`config.mk`:
```
export PLATFORM = sky130hd
export DESIGN_NAME = ripple_count_capture
export DESIGN_NICKNAME = d
export VERILOG_FILES = /design/src/rtl/ripple_count_capture.sv
export SDC_FILE = /design/constraint.sdc
export NUM_CORES = 1
export LEC_CHECK = 0
export ABC_AREA = 1
export ABC_CLOCK_PERIOD_IN_PS = 2230
export BUFFER_PORTS_ARGS = -buffer_cell sky130_fd_sc_hd__buf_2
export CORE_ASPECT_RATIO = 0.6
export CORE_UTILIZATION = 45
export CTS_CLUSTER_DIAMETER = 50
export DETAILED_ROUTE_END_ITERATION = 10
export PLACE_DENSITY = 0.74
export SYNTH_ARGS = -nofsm -noshare
export SYNTH_HDL_FRONTEND = slang
export SYNTH_SLANG_ARGS = --single-unit
```
`constraint.sdc`:
```
create_clock -name clk -period 2.23 [get_ports clk]
set_input_delay 0.669 -clock clk [delete_from_list [all_inputs] [get_ports clk]]
set_output_delay 0.669 -clock clk [all_outputs]
set_load 0.05 [all_outputs]
```
`src/rtl/ripple_count_capture.sv`:
```
// ripple_count_capture: brings an asynchronous ripple counter into the clk domain,
// extends it with a synchronous wrap-count word and offers snapshots over valid/ready.
//
// Optional feature macro: RCC_MATCH_EN (adds match_val / match_pulse).
//
// Ports:
//   clk          system clock, rising edge
//   rst          asynchronous active-high reset
//   cnt_in       raw ripple counter bits, asynchronous to clk
//   clr          synchronous clear of extension, sticky flags and snapshot FSM
//   snap_req     snapshot request, honoured in IDLE only
//   out_ready    consumer accepts the snapshot
//   out_valid    snapshot valid
//   out_data     snapshot {ext, cnt_q}
//   wrap_pulse   one-cycle pulse per accepted wrap of cnt_in
//   ext_ovf      sticky, extension word rolled over
//   snap_overrun sticky, snap_req seen outside IDLE
//   match_val    (RCC_MATCH_EN) compare value for {ext, cnt_q}
//   match_pulse  (RCC_MATCH_EN) one-cycle pulse when {ext, cnt_q} changes to match_val
module ripple_count_capture #(
    parameter int CNT_W      = 4,
    parameter int EXT_W      = 12,
    parameter int STABLE_CYC = 2
) (
    input  logic                   clk,
    input  logic                   rst,
    input  logic [CNT_W-1:0]       cnt_in,
    input  logic                   clr,
    input  logic                   snap_req,
    input  logic                   out_ready,
`ifdef RCC_MATCH_EN
    input  logic [CNT_W+EXT_W-1:0] match_val,
    output logic                   match_pulse,
`endif
    output logic                   out_valid,
    output logic [CNT_W+EXT_W-1:0] out_data,
    output logic                   wrap_pulse,
    output logic                   ext_ovf,
    output logic                   snap_overrun
);
    localparam int RUN_W = $clog2(STABLE_CYC + 1);
    localparam logic [RUN_W-1:0] RUN_MAX = RUN_W'(STABLE_CYC);

    typedef enum logic [1:0] {IDLE, ARM, VALID} state_t;

    state_t           state;
    logic [CNT_W-1:0] sync1, sync2, hist, cnt_q, cnt_q_n;
    logic [EXT_W-1:0] ext, ext_n;
    logic [RUN_W-1:0] run, run_n;
    logic             eq, stable, accept, wrap;

    // stable also requires the current sample pair to agree, so a fresh change
    // in sync2 cannot ride on a run count saturated by the previous value.
    always_comb begin
        eq      = sync2 == hist;
        run_n   = !eq ? '0 : (run == RUN_MAX ? run : run + RUN_W'(1));
        stable  = eq && run == RUN_MAX;
        accept  = stable && sync2 != cnt_q;
        wrap    = accept && sync2 < cnt_q;
        cnt_q_n = accept ? sync2 : cnt_q;
        ext_n   = clr ? '0 : (wrap ? ext + EXT_W'(1) : ext);
    end

    always_ff @(posedge clk or posedge rst) begin
        if (rst) begin
            sync1        <= '0;
            sync2        <= '0;
            hist         <= '0;
            run          <= '0;
            cnt_q        <= '0;
            ext          <= '0;
            out_data     <= '0;
            out_valid    <= 1'b0;
            wrap_pulse   <= 1'b0;
            ext_ovf      <= 1'b0;
            snap_overrun <= 1'b0;
            state        <= IDLE;
`ifdef RCC_MATCH_EN
            match_pulse  <= 1'b0;
`endif
        end else begin
            sync1        <= cnt_in;
            sync2        <= sync1;
            hist         <= sync2;
            run          <= run_n;
            cnt_q        <= cnt_q_n;
            ext          <= ext_n;
            wrap_pulse   <= wrap && !clr;
            ext_ovf      <= !clr && (ext_ovf || (wrap && &ext));
            snap_overrun <= !clr && (snap_overrun || (snap_req && state != IDLE));
`ifdef RCC_MATCH_EN
            match_pulse  <= !clr && {ext_n, cnt_q_n} != {ext, cnt_q} && {ext_n, cnt_q_n} == match_val;
`endif
            if (clr) begin
                state     <= IDLE;
                out_valid <= 1'b0;
            end else begin
                case (state)
                    IDLE: if (snap_req) state <= ARM;
                    ARM: begin
                        // wait until no acceptance is pending so the snapshot is coherent
                        if (stable && sync2 == cnt_q) begin
                            out_data  <= {ext, cnt_q};
                            out_valid <= 1'b1;
                            state     <= VALID;
                        end
                    end
                    VALID: begin
                        if (out_ready) begin
                            out_valid <= 1'b0;
                            state     <= IDLE;
                        end
                    end
                    default: state <= IDLE;
                endcase
            end
        end
    end
endmodule

```
==> results.json, run 1 <==
{
  "critPathRequiredTime_ns": 2.48,
  "ctsResizeCount": 0,
  "syn_nets": 300,
  "clockPowerShare_pct": 34.3,
  "clock-root-buffer": "clkbuf_8",
  "area_delta_synth_final_pct": 10.9,
  "combPwrFrac_pct": 6.6,
  "routed_wl_mm": 4.60,
  "viasPerCell": 4.71,
  "min_path_type": "primary input to asynchronous set/reset pin",
  "grt_use_total_pct": 17.8,
  "setup_viol": 0,
  "synth_top_cell_by_area": "dfrtp_1",
  "synth-seq-area-share_pct": 51.6,
  "max-cap-violations": 0,
  "status": "finished clean",
  "rsz0062_at_grt": "no",
  "ys_types": 30,
  "critical_path_class": "flip-flop to flip-flop",
  "crit_path_end_kind": "flip-flop",
  "dp_worst_setup_slack_ns": 0.351,
  "powerDensity_nw_per_um2": 587,
  "coreArea_um2": 5230,
  "dr.first_iter.drc_count": 88,
  "worst_ir_drop_vdd_uv": 266,
  "ys.warnings.count": 0,
  "crit_arrival_ns": 2.17,
  "cts_buffer_depth": 2,
  "min_period_ns": 1.92,
  "finalSetupTns_ns": 0,
  "hold_buffers": 0,
  "wl_per_cell_um": 12.0,
  "fmax_mhz": 521,
  "worst_pin_slew_ns": 0.435,
  "grt_pass1_wl_mm": 7.98,
  "hold_violations": 0,
  "chipWidth_um": 98.7,
  "cts_tree": "yes",
  "yosysTopAreaCellShare_pct": 51.6,
  "synth_seq_cells": 52,
  "post_cts_buffers": 0,
  "dieArea_um2": 5920,
  "cp_max_fo": 12,
  "period_share_pct": 86.1,
  "r2r_cells": 8,
  "synth.area.top_cells": "dfrtp_1 (52%), nand2_1 (8.8%), inv_1 (8.2%), nand3_1 (4.8%), ha_1 (3.0%)",
  "final_cell_mix": "nand2_1 (59), inv_1 (54), dfrtp_1 (52), buf_2 (28), nand3_1 (24)",
  "drive_gt1_share_pct": 17.1,
  "htreeDepth": 2,
  "n_antenna_cell": 0,
  "fp.dieH_um": 60.0,
  "place.gp.congestion": 0.825,
  "ios": 29,
  "place.port_buffers": 28,
  "insertion_delay_ns": 0.30,
  "power.switching_fraction_pct": 24.2,
  "seqPwrFrac_pct": 59.2,
  "syn_area_um2": 2520,
  "drc": 0,
  "grt-ovfl-total": 0,
  "start_util_pct": 48.3,
  "grt_max_degree": 34,
  "dp_hpwl_mm": 3.33,
  "fin_nets": 330,
  "slew_viol_final": 0,
  "p_int_mw": 1.24,
  "clk_pin_slew_ns": 0.10,
  "fin_ws_ns": 0.309,
  "clock-sinks": 52,
  "relSlewSlack_pct": 71.0,
  "vias": 1801,
  "worstSetupStartpointType": "flip-flop",
  "p_sw_uw": 398,
  "grt_pass1_vias": 1696,
  "antenna_found_initial": 0,
  "syn_area_per_cell_um2": 8.85,
  "numCtsBuffers": 5,
  "fillerInstances": 486,
  "synth_cells": 285,
  "ant_nets": 0,
  "leakagePower_nw": 1.42,
  "final_common_cell": "nand2_1",
  "finClkSkew_ns": 0.00936,
  "num_rows": 20,
  "firstDrtPassIters": 4
}
## metal layers
| metal | GRT usage, % | vias to the layer above | wire [µm] |
|---|---|---|---|
| met2 | 26.8 | 33 | 1790 |
| met5 | 0 | - | 0 |
| met3 | 4.44 | 0 | 199 |
| li1 | - | 941 | - |
| met4 | 3.84 | 0 | 0 |
| met1 | 26.2 | 827 | 2610 |
## cell type report
| type | count | area (µm²) | share of cell area (%) |
|---|---|---|---|
| timing repair buffer | 31 | 163 | 5.81 |
| sequential | 52 | 1300 | 46.5 |
| multi-input combinational | 167 | 941 | 33.6 |
| clock inverter | 1 | 7.51 | 0.268 |
| clock buffer | 7 | 86.3 | 3.08 |
| inverter | 58 | 218 | 7.78 |
| tap | 66 | 82.6 | 2.95 |
## path summary, 6_finish.rpt
kind	startpoint	endpoint	slack [ns]
min in group clk	sync1[0]$_DFF_PP0_	sync2[0]$_DFF_PP0_	0.36
worst max-delay path	sync2[3]$_DFF_PP0_	ext[5]$_DFFE_PP0P_	0.31
max in group asynchronous	rst	ext[9]$_DFFE_PP0P_	1.29
worst min-delay path	rst	out_data[6]$_DFFE_PP0P_	0.35
worst max register to register	sync2[3]$_DFF_PP0_	ext[5]$_DFFE_PP0P_	0.31
worst min register to register	sync1[0]$_DFF_PP0_	sync2[0]$_DFF_PP0_	0.36
## registers in the layout (all words and copies together) (netlist names)
name          count
cnt_q             4
ext              12
ext_ovf           1
hist              4
out_data         16
out_valid         1
run               2
snap_overrun      1
state             2
sync1             4
sync2             4
wrap_pulse        1
## cell usage after synthesis (all sizes together)
| master | n |
|---|---|
| buf | 6 |
| a21oi | 4 |
| dfrtp | 52 |
| xnor2 | 2 |
| inv | 58 |
| nand3 | 26 |
| nor2 | 20 |
| nand3b | 8 |
| o41ai | 1 |
| xor2 | 8 |
| clkbuf | 2 |
| nand2 | 63 |
| o21bai | 1 |
| nand4 | 4 |
| a21o | 1 |
| ha | 6 |
| o31ai | 1 |
| o21ai | 22 |
## critical path, stage by stage (launching register included)
cell and delay, ns:
dfrtp_1 0.42, ha_1 0.33, nand2_1 0.07, inv_1 0.05
nand3_1 0.17, nand4_2 0.28, nor2_4 0.34, nand3_1 0.13
nand2_1 0.08
## cell families (layout without fill, tap and decap cells)
group	count (synthesis)	count (layout)	share of synthesized area, %
AND/OR/NAND/NOR	121	121	24.3
buffers and inverters	66	97	11.2
flip-flops	52	52	51.6
AO/OA/AOI/OAI	30	30	6.54
XOR/XNOR	10	10	3.47
adder cells (fa/ha/maj)	6	6	2.97
## power groups by stage
stage | logic (mW) | clock network, mW | registers [mW]
4_1_cts | 0.110 | 0.572 | 0.972
6_report | 0.108 | 0.563 | 0.972
5_1_grt | 0.124 | 0.617 | 0.975
3_3_place_gp | 0.107 | 0 | 0.990
2_1_floorplan | 0.0727 | 0 | 0.993
3_5_place_dp | 0.110 | 0 | 0.991
## per-stage QoR
| stage | power [mW] | hold slack [ns] | utilization [%] | cells | area, µm² |
|---|---|---|---|---|---|
| floorplan | 1.07 | 0.331 | - | 285 | 2520 |
| global placement | 1.10 | 0.340 | 51.7 | 374 | 2710 |
| detailed placement | 1.10 | 0.337 | 51.7 | 374 | 2710 |
| CTS | 1.65 | 0.359 | 53.5 | 382 | 2800 |
| global route | 1.72 | 0.374 | 53.5 | 382 | 2800 |
| finish | 1.64 | 0.353 | 53.5 | 382 | 2800 |
Note: power is estimated with default switching activity, not from simulation.
==> run 2, diff against run 1 <==
==> constraint.sdc (replaced) <==
create_clock -name clk -period 2.23 [get_ports clk]
set_input_delay 0.1115 -clock clk [delete_from_list [all_inputs] [get_ports clk]]
set_output_delay 0.1115 -clock clk [all_outputs]
set_load 0.05 [all_outputs]
==> run 2 against run 1 <==
Compared with the run above:
- sequential power hardly changed
- sequential cell count unchanged
- utilization increased by 0.96 points
- non-clock buffer count is 5 higher
- fmax down 2.4%
- total power is 0.48% lower
- highest routed layer is now met4
- critical path depth did not move
- final cell count is 1.0% higher
- final area grew 1.8%
- die area stayed put
- critical endpoint is now ext[9]$_DFFE_PP0P_
- hold slack worse by 0.29 ns
==> results.json, run 2 (synthesized netlist as in run 1, its figures left out) <==
{
  "status": "finished clean",
  "critical_path_class": "flip-flop to flip-flop",
  "dp_hpwl_mm": 3.44,
  "worstSetupStartpointType": "flip-flop",
  "crit_arrival_ns": 2.20,
  "seqPwrFrac_pct": 59.4,
  "post_cts_buffers": 0,
  "period_share_pct": 88.2,
  "num_rows": 20,
  "fillerInstances": 487,
  "min_path_type": "primary input to flip-flop",
  "critPathRequiredTime_ns": 2.46,
  "p_int_mw": 1.25,
  "clockPowerShare_pct": 33.5,
  "cts_tree": "yes",
  "stdcell_count": 386,
  "ant_nets": 0,
  "area_delta_synth_final_pct": 12.9,
  "cp_max_fo": 12,
  "hold_violations": 0,
  "antenna_found_initial": 0,
  "clk_pin_slew_ns": 0.09,
  "post_dp_cell_area_um2": 2700,
  "fmax_mhz": 508,
  "dr.first_iter.drc_count": 79,
  "p_sw_uw": 389,
  "power.switching_fraction_pct": 23.8,
  "rsz0062_at_grt": "no",
  "fin_nets": 335,
  "final_cell_mix": "nand2_1 (59), inv_1 (54), dfrtp_1 (52), buf_2 (28), nand3_1 (24)",
  "place.port_buffers": 28,
  "final_common_cell": "nand2_1",
  "leakagePower_nw": 1.45,
  "chipWidth_um": 98.7,
  "min_period_ns": 1.97,
  "insertion_delay_ns": 0.30,
  "setup_viol": 0,
  "max-cap-violations": 0,
  "slowest_delay_ns": 0.42,
  "largestRegisters": "out_data (16), ext (12)",
  "grt_use_total_pct": 18.3,
  "grt-ovfl-total": 0,
  "slew_viol_final": 0,
  "grt_pass1_wl_mm": 8.11,
  "wl_per_cell_um": 12.1,
  "ios": 29,
  "largest_reg_flops": 16,
  "numCtsBuffers": 5,
  "start_util_pct": 48.3,
  "cp_slowest_cell": "dfrtp_1",
  "grt_max_degree": 34,
  "worst_ir_drop_vdd_uv": 380,
  "htreeDepth": 2,
  "place.gp.congestion": 0.829,
  "drc": 0,
  "n_antenna_cell": 0,
  "ctsResizeCount": 0,
  "grt_pass1_vias": 1738,
  "powerDensity_nw_per_um2": 574,
  "postLayoutCoreUtil_pct": 54.5,
  "drive_gt1_share_pct": 16.6,
  "crit_path_frequent_cell": "nand2_1",
  "firstDrtPassIters": 4,
  "coreArea_um2": 5230,
  "relSlewSlack_pct": 53.4,
  "clock-root-buffer": "clkbuf_8",
  "vias": 1838,
  "combPwrFrac_pct": 7.0,
  "finalSetupTns_ns": 0,
  "path_buf_inv": 1,
  "path_cells": "ha_1 > nand2_1 > inv_1 > nand3_1 > nand4_2 > nor2_4 > nand3b_1 > nand2_1",
  "dp.cells": 373,
  "postLayoutCellArea_um2": 2850,
  "finClkSkew_ns": 0.0105,
  "clock-sinks": 52,
  "cts_buffer_depth": 2,
  "top_register": "out_data",
  "fp.dieH_um": 60.0,
  "worst_pin_slew_ns": 0.698,
  "viasPerCell": 4.76,
  "dieArea_um2": 5920,
  "cp_top_family": "simple AND/OR/NAND/NOR gates",
  "routed_wl_mm": 4.68,
  "crit_path_end_kind": "flip-flop"
}
-- run 2: metrics by stage --
stage | hold WS, ns | total power [mW] | worst slack (ns)
after floorplan | 0.143 | 1.07 | 0.604
after CTS | 0.0606 | 1.65 | 0.294
final | 0.0643 | 1.63 | 0.262
after global placement | 0.108 | 1.10 | 0.388
after global routing | 0.0670 | 1.71 | 0.0622
after detailed placement | 0.113 | 1.10 | 0.331
-- run 2: timing repair --
item	4_1_cts	5_1_grt
hold buffers	6	0
endpoints found under the hold margin	22	0
setup endpoints to repair	0	0
-- run 2: cell type report --
type | instances | area, µm² | area share (%)
Timing Repair Buffer | 36 | 215 | 7.55
Clock inverter | 1 | 8.76 | 0.307
Inverter | 58 | 218 | 7.64
Multi-Input combinational cell | 167 | 941 | 33.0
Clock buffer | 6 | 82.6 | 2.90
Sequential cell | 52 | 1300 | 45.7
Tap cell | 66 | 82.6 | 2.90
-- run 2: routing by layer --
layer | part of all wire [%] | vias to the layer above | GRT usage [%]
met5 | 0 | - | 0
met4 | 0.83 | 0 | 5.76
met3 | 5.2 | 4 | 4.68
met2 | 39 | 42 | 27.7
met1 | 54 | 839 | 26.1
li1 | - | 953 | -
-- run 2: path summary, 6_finish.rpt --
check                                   start                 endpoint  slack, ns  depth (start not counted)
max                        sync2[3]$_DFF_PP0_       ext[9]$_DFFE_PP0P_       0.26                          8
min                                       clr   snap_overrun$_DFF_PP0_       0.06                          2
max reg2reg                sync2[3]$_DFF_PP0_       ext[9]$_DFFE_PP0P_       0.26                          8
min reg2reg                sync1[0]$_DFF_PP0_       sync2[0]$_DFF_PP0_       0.36                          0
max in group asynchronous                 rst    out_valid$_DFFE_PP0P_       1.31                          4
min in group asynchronous                 rst  out_data[8]$_DFFE_PP0P_       0.33                          3
-- run 2: power by group through the flow --
stage          sequential [mW]  combinational, mW  clock (mW)
6_report                 0.972              0.115       0.548
5_1_grt                  0.975              0.131       0.601
4_1_cts                  0.972              0.117       0.565
3_5_place_dp             0.991              0.108           0
3_3_place_gp             0.990              0.106           0
2_1_floorplan            0.993             0.0727           0
==> run 3, diff against run 2 <==
--- a/config.mk
+++ b/config.mk
@@ -7,12 +7,15 @@
 export LEC_CHECK = 0
 export ABC_AREA = 1
 export ABC_CLOCK_PERIOD_IN_PS = 2230
-export BUFFER_PORTS_ARGS = -buffer_cell sky130_fd_sc_hd__buf_2
+export CAP_MARGIN = 10
+export CELL_PAD_IN_SITES_DETAIL_PLACEMENT = 2
+export CELL_PAD_IN_SITES_GLOBAL_PLACEMENT = 2
 export CORE_ASPECT_RATIO = 0.6
-export CORE_UTILIZATION = 45
+export CORE_UTILIZATION = 38
 export CTS_CLUSTER_DIAMETER = 50
 export DETAILED_ROUTE_END_ITERATION = 10
-export PLACE_DENSITY = 0.74
+export DONT_BUFFER_PORTS = 1
+export PLACE_DENSITY = 0.87
 export SYNTH_ARGS = -nofsm -noshare
 export SYNTH_HDL_FRONTEND = slang
 export SYNTH_SLANG_ARGS = --single-unit
==> run 3 against run 2 <==
Compared with the run above:
- register-to-register slack got worse by 0.05 ns
- non-clock buffer count down 25
- final area fell by 2.7%
- critical endpoint is now out_data[13]$_DFFE_PP0P_
- sequential share of layout area is 1.3 points higher
- total power grew 2.4%
==> results.json, run 3 (synthesized netlist as in run 1, its figures left out) <==
{
  "status": "finished clean",
  "coreArea_um2": 6250,
  "clock-root-buffer": "clkbuf_8",
  "n_antenna_cell": 0,
  "place.gp.congestion": 0.748,
  "place.port_buffers": 0,
  "setup_viol": 0,
  "num_rows": 22,
  "relSlewSlack_pct": 45.8,
  "routed_wl_mm": 6.75,
  "clk_pin_slew_ns": 0.10,
  "worst_ir_drop_vdd_uv": 223,
  "crit_arrival_ns": 2.22,
  "drc": 0,
  "powerDensity_nw_per_um2": 604,
  "firstDrtPassIters": 4,
  "fin_ws_ns": 0.211,
  "grt_use_total_pct": 21.6,
  "cp_max_fo": 33,
  "vias": 1875,
  "rsz0062_at_grt": "no",
  "min_period_ns": 2.02,
  "slew_viol_final": 0,
  "grt-ovfl-total": 0,
  "dp_worst_setup_slack_ns": 0.251,
  "fmax_mhz": 495,
  "max-cap-violations": 0,
  "postLayoutCellArea_um2": 2770,
  "start_util_pct": 40.4,
  "dr.first_iter.drc_count": 57,
  "finClkSkew_ns": 0.0141,
  "grt_pass1_wl_mm": 11.1,
  "grt_pass1_vias": 2100,
  "wl_per_cell_um": 17.8,
  "largest_reg_flops": 16,
  "fp.dieH_um": 65.1,
  "grt_max_degree": 34,
  "post_dp_cell_area_um2": 2590,
  "fin_nets": 310,
  "finalSetupTns_ns": 0,
  "htreeDepth": 2,
  "numCtsBuffers": 5,
  "critPathRequiredTime_ns": 2.43,
  "cts_tree": "yes",
  "final_cell_mix": "nand2_1 (59), inv_1 (54), dfrtp_1 (52), nand3_1 (24), nor2_1 (16)",
  "clock-sinks": 52,
  "dieArea_um2": 6980,
  "fillerInstances": 690,
  "stdcell_count": 380,
  "ios": 29,
  "dp_hpwl_mm": 4.30,
  "crit_path_end_kind": "flip-flop",
  "viasPerCell": 4.93,
  "min_path_type": "primary input to flip-flop",
  "chipWidth_um": 107,
  "final_common_cell": "nand2_1",
  "cts_buffer_depth": 2,
  "drive_gt1_share_pct": 8.11,
  "dp.cells": 363,
  "worst_pin_slew_ns": 0.813,
  "antenna_found_initial": 0,
  "insertion_delay_ns": 0.32,
  "ant_nets": 0,
  "ctsResizeCount": 0,
  "largestRegisters": "out_data (16), ext (12)",
  "top_register": "out_data",
  "area_delta_synth_final_pct": 9.87,
  "leakagePower_nw": 1.37,
  "period_share_pct": 90.5,
  "critical_path_class": "flip-flop to flip-flop",
  "hold_violations": 0,
  "worstSetupStartpointType": "flip-flop"
}
[run 3: final timing paths]
path / from / depth (start not counted) / end / slack [ns]
worst min-delay path: out_ready / 3 / out_valid$_DFFE_PP0P_ / 0.03
max in group asynchronous: rst / 3 / out_data[11]$_DFFE_PP0P_ / 1.35
worst max-delay path: cnt_q[3]$_DFFE_PP0P_ / 9 / out_data[13]$_DFFE_PP0P_ / 0.21
min in group asynchronous: rst / 2 / out_data[5]$_DFFE_PP0P_ / 0.30
worst min register to register: sync1[1]$_DFF_PP0_ / 0 / sync2[1]$_DFF_PP0_ / 0.36
worst max register to register: cnt_q[3]$_DFFE_PP0P_ / 9 / out_data[13]$_DFFE_PP0P_ / 0.21
[run 3: power by group]
part / switching [mW] / internal [mW]
clock network: 0.327 / 0.254
registers: 0.0196 / 0.960
logic: 0.0758 / 0.0369
total: 0.422 / 1.25
[run 3: stage by stage]
step	hold WS, ns	power [mW]	util (%)
5_1_grt	0.0492	1.74	44.4
3_3_place_gp	0.0786	1.09	41.5
2_1_floorplan	0.143	1.07	-
4_1_cts	0.000198	1.68	44.2
3_5_place_dp	0.0989	1.09	41.5
6_report	0.0318	1.67	44.4
[run 3: final cells by class]
class	count	area, µm²	area share, %
multi-input combinational	167	941	33.9
timing repair buffer	11	118	4.24
clock buffer	8	90.1	3.25
sequential	52	1300	46.9
inverter	58	218	7.85
tap	84	105	3.79
[run 3: what timing repair did]
item	in CTS	in global routing
hold buffers	8	1
setup buffers	0	0
hold endpoints to repair	33	1
[run 3: worst max-delay path, stage by stage (launching register included)]
cell and delay, ns:
dfrtp_1 0.40, inv_1 0.06, ha_1 0.29, nand2_1 0.07, inv_1 0.07, nand3_1 0.16
inv_1 0.17, nand3_4 0.34, o21ai_1 0.27, inv_1 0.07
[run 3: per-layer routing]
| layer | global-route usage, % | vias up | share of wire [%] | wire length, µm |
|---|---|---|---|---|
| li1 | - | 895 | - | - |
| met1 | 28.4 | 933 | 46 | 3130 |
| met2 | 34.9 | 36 | 47 | 3180 |
| met3 | 5.46 | 11 | 5.0 | 340 |
| met4 | 7.71 | 0 | 1.5 | 104 |
| met5 | 0 | - | 0 | 0 |
